**config.mk**
```make
export PLATFORM = sky130hd
export DESIGN_NAME = fw_cmd_decoder
export DESIGN_NICKNAME = d
export VERILOG_FILES = /design/src/rtl/fw_cmd_decoder_pkg.sv /design/src/rtl/fw_status_reg.sv /design/src/rtl/fw_cmd_decoder.sv
export SDC_FILE = /design/constraint.sdc
export NUM_CORES = 1
export LEC_CHECK = 0
export ABC_AREA = 1
export CORE_MARGIN = 4
export CORE_UTILIZATION = 49
export CTS_BUF_LIST = sky130_fd_sc_hd__clkbuf_8
export CTS_CLUSTER_DIAMETER = 120
export DETAILED_ROUTE_END_ITERATION = 16
export GPL_ROUTABILITY_DRIVEN = 0
export MAX_ROUTING_LAYER = met4
export PLACE_DENSITY = 0.83
export SLEW_MARGIN = 0
export SYNTH_ARGS = -nofsm -noshare
export SYNTH_HDL_FRONTEND = slang
export SYNTH_SLANG_ARGS = --single-unit
```
**constraint.sdc**
```tcl
create_clock -name fw_axi_clk -period 2.2 [get_ports fw_axi_clk]
set_input_delay 0.33 -clock fw_axi_clk [delete_from_list [all_inputs] [get_ports fw_axi_clk]]
set_output_delay 0.33 -clock fw_axi_clk [all_outputs]
set_load 0.005 [all_outputs]
```
**src/rtl/fw_cmd_decoder_pkg.sv**
```systemverilog
// Shared types, field positions and index helpers for the firmware command decoder.
package fw_cmd_decoder_pkg;

  typedef enum logic [1:0] {
    IDLE_CMD,
    RUN_CMD,
    SOFT_RST_CMD
  } state_t_sm_cmd_dec;

  typedef enum logic [3:0] {
    OP_NOOP              = 4'h0,
    OP_W_RST_FW          = 4'h1,
    OP_W_CFG_STATIC_0    = 4'h2,
    OP_R_CFG_STATIC_0    = 4'h3,
    OP_W_CFG_STATIC_1    = 4'h4,
    OP_R_CFG_STATIC_1    = 4'h5,
    OP_W_ARRAY_0         = 4'h6,
    OP_R_ARRAY_0         = 4'h7,
    OP_W_ARRAY_1         = 4'h8,
    OP_R_ARRAY_1         = 4'h9,
    OP_W_ARRAY_2         = 4'hA,
    OP_R_ARRAY_2         = 4'hB,
    OP_R_DATA_ARRAY_0    = 4'hC,
    OP_R_DATA_ARRAY_1    = 4'hD,
    OP_W_STATUS_FW_CLEAR = 4'hE,
    OP_W_EXECUTE         = 4'hF
  } op_code_e;

  localparam int DEV_ID_MSB = 31;
  localparam int DEV_ID_LSB = 28;
  localparam int OP_MSB     = 27;
  localparam int OP_LSB     = 24;
  localparam int BODY_MSB   = 23;
  localparam int BODY_LSB   = 0;

  localparam int ST_RST_FW     = 0;
  localparam int ST_EXECUTE    = 13;
  localparam int ST_DONE_FIRST = 14;
  localparam int ST_ERR        = 31;

  // Bits 19..30 are spare and must never become set.
  localparam logic [31:0] STATUS_IMPL_MASK = 32'h8007_FFFF;

  // Test code -> status bit of its done flag; 0 means the code has no done line.
  function automatic logic [4:0] status_idx_of_code(input logic [3:0] code);
    case (code)
      4'd1:    status_idx_of_code = 5'd14;
      4'd2:    status_idx_of_code = 5'd15;
      4'd4:    status_idx_of_code = 5'd16;
      4'd8:    status_idx_of_code = 5'd17;
      4'd3:    status_idx_of_code = 5'd18;
      default: status_idx_of_code = 5'd0;
    endcase
  endfunction

  // Ops 2h..Dh occupy status bits 1..12 in opcode order; execute owns bit 13.
  function automatic logic [4:0] status_idx_of_op(input logic [3:0] op);
    if (op == 4'hF) status_idx_of_op = 5'd13;
    else            status_idx_of_op = {1'b0, op} - 5'd1;
  endfunction

  // Writes that would disturb a running test.
  function automatic logic is_run_locked(input logic [3:0] op);
    case (op)
      4'h2, 4'h4, 4'h6, 4'h8, 4'hA: is_run_locked = 1'b1;
      default:                      is_run_locked = 1'b0;
    endcase
  endfunction

endpackage

```
**src/rtl/fw_status_reg.sv**
```systemverilog
// 32-bit sticky status register: a clear pulse wipes it, set bits always win over the clear.
module fw_status_reg
  import fw_cmd_decoder_pkg::*;
(
  input  logic        clk_i,
  input  logic        rst_n_i,
  input  logic [31:0] set_i,
  input  logic        clr_i,
  output logic [31:0] status_o
);

  logic [31:0] status_q;
  logic [31:0] status_d;

  always_comb begin
    status_d = clr_i ? 32'h0 : status_q;
    status_d = (status_d | set_i) & STATUS_IMPL_MASK;
  end

  always_ff @(posedge clk_i or negedge rst_n_i) begin
    if (!rst_n_i) status_q <= 32'h0;
    else          status_q <= status_d;
  end

  assign status_o = status_q;

endmodule

```
**src/rtl/fw_cmd_decoder.sv**
```systemverilog
// Host command front-end: device_id filter, config/status registers and test arbitration.
// Handshake: a command is consumed on any edge where cmd_valid and cmd_ready are both high.
module fw_cmd_decoder
  import fw_cmd_decoder_pkg::*;
#(
  parameter logic [3:0]  FIRMWARE_ID     = 4'h2,
  parameter int          TEST_NUM_MIN    = 12,
  parameter logic [15:0] VALID_TEST_MASK = 16'h011E,
  parameter int          RST_CYCLES      = 16
) (
  input  logic        fw_axi_clk,
  input  logic        fw_rst_n,
  input  logic        cmd_valid,
  output logic        cmd_ready,
  input  logic [31:0] cmd_word,
  output logic        rd_valid,
  output logic [31:0] rd_data,
  output logic [23:0] cfg_static_0_reg,
  output logic [23:0] cfg_static_1_reg,
  output logic [23:0] exec_cfg_reg,
  output logic        test_start,
  output logic [3:0]  test_number,
  output logic        test_busy,
  input  logic [4:0]  test_done,
  output logic        arr_req,
  output logic [3:0]  arr_op,
  output logic [23:0] arr_body,
  output logic        fw_soft_rst_n,
  output logic [31:0] status_reg
);

  localparam int CNT_W = (RST_CYCLES > 1) ? $clog2(RST_CYCLES) : 1;

  state_t_sm_cmd_dec state_q;
  logic              cmd_ready_q;
  logic              soft_rst_n_q;
  logic              rd_valid_q;
  logic [31:0]       rd_data_q;
  logic [23:0]       cfg0_q;
  logic [23:0]       cfg1_q;
  logic [23:0]       exec_cfg_q;
  logic              test_start_q;
  logic [3:0]        test_number_q;
  logic              test_busy_q;
  logic              arr_req_q;
  logic [3:0]        arr_op_q;
  logic [23:0]       arr_body_q;
  logic [CNT_W-1:0]  rst_cnt_q;

  logic [3:0]  cmd_dev;
  logic [3:0]  cmd_op_raw;
  op_code_e    cmd_op;
  logic [23:0] cmd_body;
  logic [3:0]  exec_code;
  logic        cmd_hit;
  logic        in_run;
  logic        exec_ok;
  logic        rst_fw;
  logic [4:0]  done_idx;
  logic [31:0] done_vec;
  logic        done_hit;
  logic [31:0] st_set;
  logic        st_clr;

  assign cmd_dev    = cmd_word[DEV_ID_MSB:DEV_ID_LSB];
  assign cmd_op_raw = cmd_word[OP_MSB:OP_LSB];
  assign cmd_op     = op_code_e'(cmd_op_raw);
  assign cmd_body   = cmd_word[BODY_MSB:BODY_LSB];
  assign exec_code  = cmd_word[TEST_NUM_MIN+3 -: 4];

  assign cmd_hit  = cmd_valid && cmd_ready_q && (FIRMWARE_ID != 4'h0) && (cmd_dev == FIRMWARE_ID);
  assign in_run   = (state_q == RUN_CMD);
  assign exec_ok  = (state_q == IDLE_CMD) && VALID_TEST_MASK[exec_code];
  assign rst_fw   = cmd_hit && (cmd_op == OP_W_RST_FW);

  // Done pulses are laid onto the status bit positions so the active code picks its own line.
  assign done_idx = status_idx_of_code(test_number_q);
  assign done_vec = {13'b0, test_done, 14'b0};
  assign done_hit = in_run && (done_idx != 5'd0) && done_vec[done_idx];

  always_comb begin
    st_set = 32'h0;
    st_clr = 1'b0;
    if (cmd_hit) begin
      case (cmd_op)
        OP_NOOP: begin end
        OP_W_RST_FW: begin
          st_clr            = 1'b1;
          st_set[ST_RST_FW] = 1'b1;
        end
        OP_W_STATUS_FW_CLEAR: st_clr = 1'b1;
        OP_W_EXECUTE: begin
          st_set[ST_EXECUTE] = 1'b1;
          if (!exec_ok) st_set[ST_ERR] = 1'b1;
        end
        default: begin
          if (in_run && is_run_locked(cmd_op_raw)) st_set[ST_ERR] = 1'b1;
          else                                     st_set[status_idx_of_op(cmd_op_raw)] = 1'b1;
        end
      endcase
    end
    // An aborting soft reset hides the done of the test it kills.
    if (done_hit && !rst_fw) st_set[done_idx] = 1'b1;
  end

  fw_status_reg u_status (
    .clk_i    (fw_axi_clk),
    .rst_n_i  (fw_rst_n),
    .set_i    (st_set),
    .clr_i    (st_clr),
    .status_o (status_reg)
  );

  always_ff @(posedge fw_axi_clk or negedge fw_rst_n) begin
    if (!fw_rst_n) begin
      state_q       <= IDLE_CMD;
      cmd_ready_q   <= 1'b1;
      soft_rst_n_q  <= 1'b1;
      rd_valid_q    <= 1'b0;
      rd_data_q     <= 32'h0;
      cfg0_q        <= 24'h0;
      cfg1_q        <= 24'h0;
      exec_cfg_q    <= 24'h0;
      test_start_q  <= 1'b0;
      test_number_q <= 4'h0;
      test_busy_q   <= 1'b0;
      arr_req_q     <= 1'b0;
      arr_op_q      <= 4'h0;
      arr_body_q    <= 24'h0;
      rst_cnt_q     <= '0;
    end else begin
      test_start_q <= 1'b0;
      rd_valid_q   <= 1'b0;
      arr_req_q    <= 1'b0;
      case (state_q)
        IDLE_CMD, RUN_CMD: begin
          if (done_hit) begin
            state_q       <= IDLE_CMD;
            test_number_q <= 4'h0;
            test_busy_q   <= 1'b0;
          end
          if (cmd_hit) begin
            case (cmd_op)
              OP_W_RST_FW: begin
                state_q       <= SOFT_RST_CMD;
                cmd_ready_q   <= 1'b0;
                soft_rst_n_q  <= 1'b0;
                rst_cnt_q     <= CNT_W'(RST_CYCLES - 1);
                cfg0_q        <= 24'h0;
                cfg1_q        <= 24'h0;
                exec_cfg_q    <= 24'h0;
                test_number_q <= 4'h0;
                test_busy_q   <= 1'b0;
              end
              OP_W_CFG_STATIC_0: if (!in_run) cfg0_q <= cmd_body;
              OP_W_CFG_STATIC_1: if (!in_run) cfg1_q <= cmd_body;
              OP_R_CFG_STATIC_0: begin
                rd_valid_q <= 1'b1;
                rd_data_q  <= {FIRMWARE_ID, cmd_op_raw, cfg0_q};
              end
              OP_R_CFG_STATIC_1: begin
                rd_valid_q <= 1'b1;
                rd_data_q  <= {FIRMWARE_ID, cmd_op_raw, cfg1_q};
              end
              OP_W_EXECUTE: begin
                if (exec_ok) begin
                  state_q       <= RUN_CMD;
                  exec_cfg_q    <= cmd_body;
                  test_number_q <= exec_code;
                  test_start_q  <= 1'b1;
                  test_busy_q   <= 1'b1;
                end
              end
              OP_NOOP, OP_W_STATUS_FW_CLEAR: begin end
              default: begin
                if (!(in_run && is_run_locked(cmd_op_raw))) begin
                  arr_req_q  <= 1'b1;
                  arr_op_q   <= cmd_op_raw;
                  arr_body_q <= cmd_body;
                end
              end
            endcase
          end
        end
        SOFT_RST_CMD: begin
          if (rst_cnt_q == '0) begin
            state_q      <= IDLE_CMD;
            soft_rst_n_q <= 1'b1;
            cmd_ready_q  <= 1'b1;
          end else begin
            rst_cnt_q <= rst_cnt_q - CNT_W'(1);
          end
        end
        default: state_q <= IDLE_CMD;
      endcase
    end
  end

  assign cmd_ready        = cmd_ready_q;
  assign rd_valid         = rd_valid_q;
  assign rd_data          = rd_data_q;
  assign cfg_static_0_reg = cfg0_q;
  assign cfg_static_1_reg = cfg1_q;
  assign exec_cfg_reg     = exec_cfg_q;
  assign test_start       = test_start_q;
  assign test_number      = test_number_q;
  assign test_busy        = test_busy_q;
  assign arr_req          = arr_req_q;
  assign arr_op           = arr_op_q;
  assign arr_body         = arr_body_q;
  // Held low throughout the hard reset, independent of any clock.
  assign fw_soft_rst_n    = soft_rst_n_q & fw_rst_n;

endmodule

```
# Yosys cells after proc, flatten, opt, wreduce, memory -nomap -nowiden
# Memory sizes are Yosys's and may differ from the RTL's.
# Cells that the tools add are included.
dict set report totals {
  register_bits 167
  rom_bits 16
  elab_cells 158
  mem_count 1
}
# name depth word_bits rd rd_ports_with_merged_regs wr line
set memory_table {}
lappend memory_table {{(name not given)} 16 1 1 0 0 fw_cmd_decoder.sv:73} ;# assign exec_ok = (state_q == IDLE_CMD) && VALID_TEST_MASK[exec_code];
dict set report op_classes {
  n_addsub 2
  n_lt_le_gt_ge 5
  eq_ne 25
  n_mux 69
  n_bitwise 5
  reduce_logical 36
}
# op n
set ops {}
lappend ops {{$pmux 24 s2} 3}
lappend ops {{$mux 32} 3}
lappend ops {{$or 32x32->32} 2}
lappend ops {{$pmux 32 s2} 1}
lappend ops {{$mux 24} 2}
lappend ops {{$mux 1} 31}
lappend ops {{$mux 31} 1}
lappend ops {{$pmux 5 s5} 1}
lappend ops {{$mux 4} 6}
lappend ops {{$reduce_and 4->1} 6}
lappend ops {{$eq 4x2->1 const B} 5}
lappend ops {{$eq 4x4->1 const B} 5}
lappend ops {{$mux 17} 1}
lappend ops {{$eq 4x3->1 const B} 4}
lappend ops {{$pmux 4 s2} 2}
lappend ops {{$mux 5} 3}
lappend ops {{$ne 2x2->1 const B} 7}
lappend ops {{$lt 5x6->1 const B} 2}
lappend ops {{$mux 12} 1}
lappend ops {{$logic_and 1x1->1} 11}
lappend ops {{$demux 1 s5} 2}
lappend ops {{$ge 5x1->1 const B} 2}
lappend ops {{$pmux 1 s2} 5}
lappend ops {{$reduce_bool 2->1} 5}
lappend ops {{21 further kinds} 31}

# Depth between registers and ports, before layout
dict set report depth {
  word_depth 19
  mapped_depth 13
  depth_no_buf 13
}

# By module
# A second synthesis with hierarchy kept.
dict set report hier_totals {
  cells_unflattened 760
  area_unflattened_um2 7136.8
}
# mod instances cells_per_inst area_each_um2 seq_area_each_um2
set modules_own_cells {}
lappend modules_own_cells {fw_cmd_decoder 1 664 6283.5 3604.7}
lappend modules_own_cells {fw_status_reg 1 96 853.3 500.5}

# Worst setup path before layout
# OpenSTA, ideal clock, no wires.
dict set report synth_path {
  path_kind {in2reg}
  start {input port cmd_word[14]}
  end {register exec_cfg_q[15] (netlist: exec_cfg_reg[15])}
  setup_ps 133
  arrival_ps 1525
  path_slack_ps 541
  path_stages 11
  n_path_buf 2
  cell_sequence {inv_1 -> ha_1 -> nor2_1 -> nor3_1 -> nand2_1 -> nand2_2 -> nand2_2 -> buf_6 -> buf_6 -> nand2_1 -> o31ai_1}
}
dict set report synth_between {
  elab_chain_cells 5
}
# element line
set synth_rtl {}
lappend synth_rtl {{from (decl)} fw_cmd_decoder.sv:15} ;# input logic [31:0] cmd_word,
lappend synth_rtl {{$mem_v2 16x1} n/a}
lappend synth_rtl {{$mux 1 (not written as such)} fw_cmd_decoder.sv:73}
lappend synth_rtl {{$logic_and 1x1->1} fw_cmd_decoder.sv:73}
lappend synth_rtl {{$ne 2x2->1 (no line)} n/a}
lappend synth_rtl {{$reduce_and 4->1 (no line)} n/a}
lappend synth_rtl {{to (signal assigned)} fw_cmd_decoder.sv:168} ;# exec_cfg_q <= cmd_body;
lappend synth_rtl {{to (decl)} fw_cmd_decoder.sv:41} ;# logic [23:0] exec_cfg_q;
# Every way passes these cells. The select of a mux whose other input is x is not followed.
# A chain may end at the register's enable or synchronous reset.

# Worst setup path in the final report
dict set report layout_path {
  start {input port fw_rst_n}
  end {output port fw_soft_rst_n}
}
dict set report layout_between {
  elab_chain_cells 1
}
# element line
set layout_rtl {}
lappend layout_rtl {{from (decl)} fw_cmd_decoder.sv:12} ;# input logic fw_rst_n,
lappend layout_rtl {{$and 1x1->1} fw_cmd_decoder.sv:212} ;# assign fw_soft_rst_n = soft_rst_n_q & fw_rst_n;
lappend layout_rtl {{to (decl)} fw_cmd_decoder.sv:28} ;# output logic fw_soft_rst_n,
# Every way passes these cells.

==> results.txt <==
The run finished with clean final reports. The total global routing overflow came out at 0. In this run, the number of DRC markers left after iteration 0 of detailed routing was 450. In this run the critical register-to-register path is captured at test_number[0].

The area fraction of the dominant cell type after synthesis is 56.1%. By area the synthesized netlist is led by sky130_fd_sc_hd__dfrtp_1, sky130_fd_sc_hd__nand2_1, sky130_fd_sc_hd__o21ai_0. The most repeated cell in the gate-level netlist after synthesis is sky130_fd_sc_hd__nand2_1.

The number of max-slew violations in the final report came out at 0. The hold violation total from the final report came to 0. The hold-fix buffer count after cts came out at 1. The max-capacitance violation count came out at 0. Total power for the finished layout comes to 6680 uW. The share of post-route cells with drive strength above 1 is 12.1%. For the pin with the worst max-slew slack, the measured transition is 0.810 ns. The post-synthesis instance total came out at 772. The arrival time of the worst setup path is 1.63 ns.

The number of flip-flops in the largest register came out at 29. The number of setup buffers added after CTS is 0. The delay of the slowest cell on the worst path came out at between 0.5 and 0.6 ns. The post-route minimum period is 1.96 ns. The CTS clock-pin slew for the worst setup and hold paths came out at roughly 0.08 ns. The number of optimization iterations in the first detailed-route pass came out at 5.

The setup slack on the worst flop-to-flop path came out at 0.37 ns. The final layout contains 1023 nets. The number of H-tree levels came out at 4.

The element type at the critical path start is an input port. The count of standard-cell rows is 44. The cell count after placement is 1144. The final routed wire length divided by cell count came out at 16.8 um. The remaining antenna violation count came out at 0. The horizontal extent of the die is 130 um.

The critical path is of the in -> out type. The count of buffer and inverter cells on the critical path is 4. The total half-perimeter wirelength after legalization and detailed placement is 14400 um. The most used flip-flop cell after synthesis is sky130_fd_sc_hd__dfrtp_1. The detailed router placed 6130 vias in this run. Input and output buffers added on the ports amount to 198.

The netlist uses 39 different library cells. Pin placement for this block handled 214 I/O pins. The worst endpoint required time came out at around 1.9 ns. The clock buffer count from CTS came out at 17. The number of buffers between clock root and the deepest sink came out at 2. The total power per unit cell area came out at 672 nW/um2. The mapped cell area is 7270 um2.

In the finished design, the share of the clock period the worst path needs comes to 88.9%. The floorplan step defined a die boundary enclosing 16800 um2. The wire length of the first global-routing pass is 31600 um. The number of cells on the worst reg-to-reg path is 10.

The peak supply drop is 358 uV. Measured along the y axis, the die boundary spans ~130 um. The DRC violation count after routing is 0. The number of resized instances in the post-cts repair step is 0. The area added between synthesis and finish is 36.9%. For this run, the total global-route usage over all layers was measured as 25.1%.

Setup repair after global routing left no endpoint under its margin. The fraction of registers with async set or reset after synthesis came out at 100%. The final clock skew came out at about 0.0063 ns. The pin count of the biggest net entering global routing came out at 68. The kind of end point of the critical path is an output pin. The core box area came out at roughly 15000 um2. Among all stages on the critical path, the largest delay is contributed by sky130_fd_sc_hd__dlygate4sd3_1. The mean instance size in the synthesized netlist is between 9 and 10 um2. The later-pin clock latency in the skew report came out at 0.46 ns. In this run the static leakage power is 0.00457 uW.

The per-cell via count in the routed design is 5.21. TritonCTS built the clock tree. In this run the most critical hold path is launched from rd_data[24]. The tree is rooted in a sky130_fd_sc_hd__clkbuf_8.

The post-detailed-routing wire length is ~20000 um. The number of global-route vias before repair is roughly 5900. The number of synthesis warnings is 0. Summed over all instances, the cell type with the most area after synthesis is sky130_fd_sc_hd__dfrtp_1. Based on the critical path, the design can be clocked at up to about 510 MHz. The number of antenna repair diodes came out at 0.

The hold-critical path endpoint is rd_data[24]. The top fanout value on the critical path came out at 4. Setup violations remaining at the end of the flow were counted as 0. In this run the critical register-to-register path is launched from test_number[2]. In this run the worst hold path is classified as reg -> reg.

The number of flip-flops and latches in the synthesized netlist is 164. The starting density of the core came out at 50.0%. The finished layout holds 1177 standard cells, fillers aside. The number of clock sinks is 164. By count the netlist is led by sky130_fd_sc_hd__nand2_1, sky130_fd_sc_hd__dfrtp_1, sky130_fd_sc_hd__o21ai_0.

Walking the worst path, the cells encountered are dlygate4sd3_1 > buf_6 > nand2_1 > inv_1 > clkdlybuf4s50_1. The initial antenna violation count came out at 0. For this run, the register share of the synthesized area comes to 56.5%. The normalized max-slew margin came out at 46.0%. The cell family contributing the most delay on the critical path is buffers and inverters.

Counting instances, the worst hold path has a depth of 1. The number of enable-type register cells in the synthesized netlist is 0.
[cell families after synthesis]
logic type	share of synthesized area [%]
xor gates and xnor gates	0.121
and+or+nand+nor	18.2
DFF	56.5
other	0.0516
muxes	3.44
buffers and inverters	8.02
adders and majority gates	0.517
AOI/OAI and AO/OA	13.2
[worst max path at each step]
stage / start / to / slack (ns) / depth (start not counted)
6_report: fw_rst_n / fw_soft_rst_n / 0.24 / 5
5_1_grt: cmd_word[14] / exec_cfg_reg[7] / 0.13 / 10
4_1_cts: soft_rst_n_q / fw_soft_rst_n / 0.23 / 3
3_5_place_dp: cmd_word[14] / exec_cfg_reg[3] / -0.21 / 10
3_3_place_gp: cmd_word[14] / exec_cfg_reg[19] / -0.1 / 10
2_1_floorplan: cmd_word[14] / exec_cfg_reg[15] / 0.54 / 11
[area by class of cell]
cell class              instances  area [um2]
repair buffers                228        2310
fillers                      1135        4590
clock inverters                 9         124
inverters                      54         204
well taps                     184         230
multi-input cells             515        2650
clock buffers                  23         317
flip-flops and latches        164        4110
[stage by stage]
step           setup WS, ns  TNS (ns)  hold WS, ns  instance area [um2]  utilization (%)
3_5_place_dp         -0.206     -4.71        0.445                 9490             65.3
2_1_floorplan         0.541         0       0.0344                 7320                -
5_1_grt               0.125         0        0.476                 9940             68.4
3_3_place_gp        -0.0965     -2.38        0.445                 9490             65.3
4_1_cts               0.231         0        0.467                 9940             68.4
6_report              0.244         0        0.468                 9940             68.4
[routing by layer]
| metal | GRT usage, % | share of wire (%) |
|---|---|---|
| met2 | 37.3 | 47 |
| met5 | - | 0 |
| met4 | 10.3 | 3.2 |
| met3 | 5.12 | 6.3 |
| met1 | 34.0 | 43 |
[cell usage in the layout, fill, tap and decap left out, drive strengths merged, types with 2 or more instances in the layout]
| master | Yosys | final |
|---|---|---|
| o211ai | 2 | 2 |
| buf | 38 | 30 |
| and3 | 2 | 2 |
| clkinv | 3 | 6 |
| dfrtp | 163 | 163 |
| nor3 | 3 | 3 |
| o21ai | 123 | 123 |
| nand3 | 21 | 21 |
| clkbuf | 15 | 23 |
| or2 | 2 | 2 |
| nor2 | 33 | 33 |
| bufinv | 0 | 3 |
| clkinvlp | 0 | 2 |
| nand2 | 251 | 251 |
| inv | 51 | 52 |
| mux2i | 25 | 25 |
| a32o | 2 | 2 |
| ha | 3 | 3 |
| conb | 1 | 15 |
| clkdlybuf4s50 | 0 | 197 |
| o31ai | 26 | 26 |
| a21oi | 2 | 2 |
[power by group]
group | switching (uW) | leakage [uW] | internal, uW
clock | 1060 | 0.000225 | 1300
combinational | 443 | 0.00212 | 527
sequential | 144 | 0.00223 | 3210
total | 1650 | 0.00457 | 5030
Power figures use the tool's default switching activity.
